`src/rtl/fp_pre_normalizer.sv`:
```
// Converts a signed Q8.8 operand into sign / Q1.7 mantissa / exponent form and
// issues a single-cycle sqrt or inverse-sqrt start to the downstream unit.
module fp_pre_normalizer (
   input  logic        clk,
   input  logic        rst,
   input  logic        start_i,
   input  logic        op_i,
   input  logic [15:0] x_i,
   input  logic        valid_i,
   output logic        ready_o,
   output logic        DoSqrt_o,
   output logic        DoInvSqrt_o,
   output logic        s_o,
   output logic [7:0]  m_o,
   output logic [7:0]  e_o,
   output logic        zero_o
);

   localparam int unsigned XW = 16;
   localparam int unsigned MW = 8;
   localparam int unsigned KW = 4;

   typedef enum logic [2:0] {
      S_IDLE, S_ABS, S_SHIFT, S_ROUND, S_ISSUE, S_WAIT
   } state_t;

   state_t          r_state;
   logic [XW-1:0]   r_x;
   logic            r_op;
   logic            r_sign;
   logic [XW-1:0]   r_mag;
   logic [KW-1:0]   r_k;
   logic            r_ready;
   logic            r_do_sqrt;
   logic            r_do_inv;
   logic            r_zero;
   logic            r_s_o;
   logic [MW-1:0]   r_m_o;
   logic [MW-1:0]   r_e_o;

   logic [XW-1:0]   w_abs;
   logic            w_carry;
   logic [MW-1:0]   w_m;
   logic [MW-1:0]   w_e;

   // 0x8000 negates to itself, which is the correct unsigned magnitude
   assign w_abs   = r_x[XW-1] ? XW'(~r_x + XW'(1)) : r_x;

   // round half up; an all-ones mantissa carries out into the exponent
   assign w_carry = &r_mag[XW-1:7];
   assign w_m     = w_carry ? MW'(8'h80) : MW'(r_mag[XW-1:8] + MW'(r_mag[7]));
   assign w_e     = w_carry ? MW'(MW'(8) - MW'(r_k)) : MW'(MW'(7) - MW'(r_k));

   always_ff @(posedge clk or negedge rst) begin
      if (!rst) begin
         r_state   <= S_IDLE;
         r_x       <= '0;
         r_op      <= 1'b0;
         r_sign    <= 1'b0;
         r_mag     <= '0;
         r_k       <= '0;
         r_ready   <= 1'b1;
         r_do_sqrt <= 1'b0;
         r_do_inv  <= 1'b0;
         r_zero    <= 1'b0;
         r_s_o     <= 1'b0;
         r_m_o     <= '0;
         r_e_o     <= '0;
      end else begin
         r_do_sqrt <= 1'b0;
         r_do_inv  <= 1'b0;
         r_zero    <= 1'b0;
         case (r_state)
            S_IDLE: begin
               if (start_i) begin
                  r_x     <= x_i;
                  r_op    <= op_i;
                  r_k     <= '0;
                  r_ready <= 1'b0;
                  r_state <= S_ABS;
               end
            end
            S_ABS: begin
               r_sign  <= r_x[XW-1];
               r_mag   <= w_abs;
               r_state <= S_SHIFT;
            end
            S_SHIFT: begin
               if (r_mag == '0) begin
                  r_zero  <= 1'b1;
                  r_m_o   <= '0;
                  r_e_o   <= '0;
                  r_s_o   <= r_sign;
                  r_ready <= 1'b1;
                  r_state <= S_IDLE;
               end else if (r_mag[XW-1]) begin
                  r_state <= S_ROUND;
               end else begin
                  r_mag <= {r_mag[XW-2:0], 1'b0};
                  r_k   <= r_k + KW'(1);
               end
            end
            S_ROUND: begin
               r_m_o     <= w_m;
               r_e_o     <= w_e;
               r_s_o     <= r_sign;
               r_do_sqrt <= ~r_op;
               r_do_inv  <= r_op;
               r_state   <= S_ISSUE;
            end
            S_ISSUE: begin
               r_state <= S_WAIT;
            end
            S_WAIT: begin
               if (valid_i) begin
                  r_ready <= 1'b1;
                  r_state <= S_IDLE;
               end
            end
            default: begin
               r_ready <= 1'b1;
               r_state <= S_IDLE;
            end
         endcase
      end
   end

   assign ready_o     = r_ready;
   assign DoSqrt_o    = r_do_sqrt;
   assign DoInvSqrt_o = r_do_inv;
   assign zero_o      = r_zero;
   assign s_o         = r_s_o;
   assign m_o         = r_m_o;
   assign e_o         = r_e_o;

endmodule
```
`config.mk`:
```
export PLATFORM = sky130hd
export DESIGN_NAME = fp_pre_normalizer
export DESIGN_NICKNAME = d
export VERILOG_FILES = /design/src/rtl/fp_pre_normalizer.sv
export SDC_FILE = /design/constraint.sdc
export NUM_CORES = 1
export LEC_CHECK = 0
export ABC_AREA = 0
export CORE_MARGIN = 3
export CORE_UTILIZATION = 50
export CTS_CLUSTER_DIAMETER = 30
export DETAILED_ROUTE_END_ITERATION = 7
export PLACE_DENSITY = 0.75
export SETUP_SLACK_MARGIN = 0.3
export SLEW_MARGIN = 20
export SYNTH_ARGS = -nofsm -noshare
export SYNTH_HDL_FRONTEND = slang
export SYNTH_SLANG_ARGS = --single-unit
```
`constraint.sdc`:
```
create_clock -name clk -period 5.7 [get_ports clk]
set_input_delay 1.425 -clock clk [delete_from_list [all_inputs] [get_ports clk]]
set_output_delay 1.425 -clock clk [all_outputs]
set_load 0.01 [all_outputs]
```
==> qor.txt, run 1 <==
setup TNS = 0 ns
routability cong. = 0.789
hold wc startpoint = r_sign
main area contributors after synthesis = dfrtp_1, mux2_2, o21ai_0
CP delay by family, top = flip-flops
I/O pin cnt = 42
commonest non-fill, non-tap cells in the layout = dfrtp_1, clkdlybuf4s50_1, o21ai_0
DRT Wirelength = 5660 um
CTS tree = built
Synth async-reset ratio = 100%
post-synthesis xor/xnor area fraction = 6.23%
Vias = 2,204
Worst EP arrival = 1.40 ns
Fmax achieved = 355 MHz
Num CTS Buffers = 9
Most used DFF post-synth = dfrtp_1
initial antenna violation count = 0
CTS Buffer Depth = 2
Buffers on Ports = 41
Die X = 82.9 um
Synth Area in Simple Gates = 13.1%
Max-Cap Viols = 0
final net count = 345
initial core utilization = 52.7%
drt wl/cell = 14.3 um
Slew @ Worst Pin = 0.762 ns
commonest non-fill, non-tap cell in the layout = dfrtp_1
HP Class = register to register
Yosys Warn Count = 0
top routing layer used = met4
Post-synth EDFFs = 0
synthesized area per cell = 10.4 um2
DR WL met2 = 2670 um
M1 WL = 2540 um
Worst Setup Slack, final = 2.88 ns
Die H = 82.9 um
PwrDens = 562 nW/um2
clk sink count = 59
Seq cells post-synth = 59
Final setup viols = 0
reg-to-reg critical path startpoint = r_state[2]
largest net degree at the start of global routing = 60
nature of the critical path endpoint = primary output
Yosys cell types = 46
cells along the critical path = clkdlybuf4s50_1
area delta synth->final = 20.0%
cell at the slowest stage of the critical path = dfstp_2
drc violations = 0
Total GRT Usage = 17.7%
Mapped Cells = 283
final hold vios = 0
critical path class = register to primary output
final setup skew = 0.00741 ns
pre-CTS setup slack = 2.70 ns
number of global-route vias before repair = 2,157
crit path launch = ready_o
Seq/Total Area, Yosys = 50.0%
clk slew on worst S/H paths = 0.06 ns
crit path time final = 2.82 ns
Clock Root Buffer = clkbuf_8
Post-CTS Setup Bufs = 0
post-synthesis compound-gate area fraction = 17.9%
Detailed Routing Iterations Pass 1 = 4
largest family of logic cells by synthesized area = compound AO/OA/AOI/OAI gates
Post-DP HPWL = 4090 um
DRT iter0 DRCs = 147
H-tree levels = 3
Slew HR = 49.0%
VDD IR max = 0.000247 V
die area = 6860 um2
CP Launch Type = register
Net Count, Synth = 309
share of layout cells above drive strength 1 = 13.0%
Core ar. = 5610 um2
Core Rows = 27
Mapped Area = 2950 um2
CP max stage delay = 0.54 ns
leading area contributor after synthesis = dfrtp_1
first-pass GRT wire length = 9870 um
worst-skew pair later-pin latency = 0.34 ns
Synth Area in Adders = 2.12%
max-slew violations = 0
post-synthesis mux area share = 6.44%
Static Leak = 1.51 nW
total congestion overflow = 0
via/cell ratio = 5.57
Worst Path Buf+Inv = 1
Critical Path RT = 4.28 ns
RSZ-0062 raised after global routing = false
crit-path max FO = 3
final worst path period share = 49.5%
Gates resized, CTS repair = 0
status = complete, no violations
top cell type's share of synthesized area = 49.2%
Final ANT Viol Nets = 0
Hold-fix buffers, CTS = 0
met3 WL = 325 um
Antenna diodes = 0
## final timing paths
| kind | end | slack [ns] | depth (start not counted) |
|---|---|---|---|
| max reg2reg | s_o | 3.50 | 5 |
| min | r_sign | 0.48 | 2 |
| max in group asynchronous | r_x[9] | 4.01 | 2 |
| min reg2reg | r_sign | 0.48 | 2 |
| max | ready_o | 2.88 | 1 |
| min in group asynchronous | r_mag[8] | 1.24 | 2 |
## per-layer routing
metal / vias up / track usage, %
met4: 0 / 9.36
met2: 66 / 28.1
li1: 1099 / -
met5: - / 0
met1: 1028 / 22.8
met3: 11 / 3.77
## cell type report
class	count	area, um2
clock inverters	3	15.0
flip-flops and latches	59	1480
well taps	72	90.1
multi-input cells	196	1360
fillers	476	2060
repair buffers	45	435
inverters	8	30.0
clock buffers	13	139
## power by group
part	internal, mW	switching [mW]	leakage [nW]	total [mW]
clock network	0.156	0.148	0.0812	0.304
registers	0.609	0.217	0.739	0.827
logic	0.444	0.416	0.691	0.860
total	1.21	0.782	1.51	1.99
## cell usage after synthesis (3+ instances only)
| library cell | instances |
|---|---|
| ha_1 | 5 |
| clkbuf_1 | 12 |
| or3_1 | 4 |
| xnor2_1 | 11 |
| a22oi_1 | 10 |
| nor4_1 | 5 |
| inv_1 | 8 |
| xor2_1 | 10 |
| nand3_1 | 5 |
| o31ai_1 | 5 |
| buf_2 | 4 |
| a31oi_1 | 3 |
| o21ai_0 | 29 |
| nand2b_1 | 3 |
| a22o_1 | 8 |
| and2_1 | 3 |
| buf_4 | 3 |
| nor2_1 | 16 |
| mux2_2 | 16 |
| nand2_1 | 23 |
| nor3_1 | 3 |
| a21oi_1 | 6 |
| and3_1 | 3 |
| dfrtp_1 | 58 |
| a32o_1 | 3 |
## stage by stage
step | std cells | util [%] | power (mW) | hold slack [ns] | cell area, um2
2_1_floorplan | 283 | - | 1.42 | 0.412 | 2950
3_3_place_gp | 380 | 60.5 | 1.66 | 0.465 | 3390
3_5_place_dp | 380 | 60.5 | 1.70 | 0.473 | 3390
4_1_cts | 396 | 63.2 | 2.01 | 0.486 | 3540
5_1_grt | 396 | 63.2 | 2.16 | 0.502 | 3540
6_report | 396 | 63.2 | 1.99 | 0.484 | 3540
## state kept, by name, summed over array words and instances (netlist names)
| name | count |
|---|---|
| r_state | 3 |
| r_mag | 16 |
| r_k | 4 |
| ready_o | 1 |
| DoInvSqrt_o | 1 |
| r_op | 1 |
| r_sign | 1 |
| DoSqrt_o | 1 |
| m_o | 8 |
| r_x | 16 |
| e_o | 5 |
| zero_o | 1 |
| s_o | 1 |
## cell families after synthesis
family          count (synthesis)
simple gates                   76
flops                          59
mux                            17
xor+xnor                       21
compound gates                 77
buf+inv                        28
fa+ha+maj                       5
Power figures use the tool's default switching activity.
==> run 2, diff against run 1 <==
==> constraint.sdc (replaced) <==
create_clock -name clk -period 2.77 [get_ports clk]
set_input_delay 0.6925 -clock clk [delete_from_list [all_inputs] [get_ports clk]]
set_output_delay 0.6925 -clock clk [all_outputs]
set_load 0.01 [all_outputs]
==> qor.txt, run 2 (synthesized netlist as in run 1, its figures left out) <==
Post-CTS Setup Bufs = 0
Layout fillers = 491
die area = 6860 um2
Max-Cap Viols = 0
CTS tree = built
Antenna diodes = 0
first-pass GRT wire length = 9940 um
Die X = 82.9 um
met3 WL = 322 um
DRT Wirelength = 5720 um
nature of the critical path endpoint = register
final hold vios = 0
Final ANT Viol Nets = 0
Total GRT Usage = 17.8%
Worst EP arrival = 2.40 ns
Fmax achieved = 459 MHz
VDD IR max = 0.000627 V
share of layout cells above drive strength 1 = 14.1%
number of global-route vias before repair = 2,180
Final Instance Count excl. Fillers = 399
placed cell count = 383
drt wl/cell = 14.3 um
Vias = 2,240
Detailed Routing Iterations Pass 1 = 4
Gates resized, CTS repair = 0
Critical Path RT = 2.99 ns
clk sink count = 59
DR WL met2 = 2780 um
final setup skew = 0.00645 ns
H-tree levels = 3
largest net degree at the start of global routing = 24
area delta synth->final = 21.4%
RSZ-0062 raised after global routing = false
Slew HR = 48.5%
drc violations = 0
Worst Setup Slack, final = 0.593 ns
routability cong. = 0.828
PwrDens = 1160 nW/um2
Static Leak = 1.53 nW
Buffers on Ports = 41
Die H = 82.9 um
Post-DP HPWL = 4230 um
Slew @ Worst Pin = 0.769 ns
critical path class = register to register
final net count = 348
Core Rows = 27
commonest non-fill, non-tap cell in the layout = dfrtp_1
status = complete, no violations
top routing layer used = met4
Post-DP Area = 3410 um2
Num CTS Buffers = 9
I/O pin cnt = 42
CP Launch Type = register
final worst path period share = 78.6%
setup TNS = 0 ns
Core ar. = 5610 um2
worst-skew pair later-pin latency = 0.34 ns
Final Cell Area = 3590 um2
Final setup viols = 0
via/cell ratio = 5.61
crit path time final = 2.18 ns
initial antenna violation count = 0
DRT iter0 DRCs = 145
fin util = 63.9%
total power = 4.18 mW
M1 WL = 2550 um
Hold-fix buffers, CTS = 0
crit-path max FO = 13
Worst Hold Slack = 0.271 ns
pre-CTS setup slack = 0.496 ns
total congestion overflow = 0
initial core utilization = 52.7%
CTS Buffer Depth = 2
Clock Root Buffer = clkbuf_8
HP Class = primary input to async pin
max-slew violations = 0
commonest non-fill, non-tap cells in the layout = dfrtp_1, clkdlybuf4s50_1, o21ai_0
clk slew on worst S/H paths = 0.06 ns
==> run 2: per-layer routing <==
layer | vias to the layer above | track usage (%)
met4 | 0 | 5.79
li1 | 1097 | -
met3 | 10 | 6.05
met1 | 1074 | 21.9
met5 | - | 0
met2 | 59 | 29.4
==> run 2: worst paths after layout <==
check | start | end | slack, ns | cells past startpoint
min | rst | m_o[0] | 0.27 | 1
min reg2reg | r_op | DoSqrt_o | 0.49 | 1
min in group clk | r_op | DoSqrt_o | 0.49 | 1
max reg2reg | r_state[0] | s_o | 0.59 | 5
max | r_state[0] | s_o | 0.59 | 5
max in group asynchronous | rst | ready_o | 1.82 | 2
==> run 2: critical path, cell delays in order (launching register included) <==
cell and delay [ns]:
dfrtp_1 0.53, nor2_1 0.11, nand2_1 0.27, nor2_1 0.11
nor2_1 0.62, mux2_2 0.41
==> run 2: area by class of cell <==
class                           count  area, um2  area share [%]
Inverter                            8       30.0           0.837
Multi-Input combinational cell    196       1360            37.9
Clock buffer                       14        163            4.54
Tap cell                           72       90.1            2.51
Clock inverter                      2       10.0           0.279
Sequential cell                    59       1480            41.2
Timing Repair Buffer               48        458            12.8
==> run 2: power by group <==
group          switching (mW)  internal (mW)  leakage (nW)
combinational           0.878          0.931         0.706
sequential              0.431           1.25         0.739
clock                   0.310          0.371        0.0905
total                    1.62           2.56          1.53
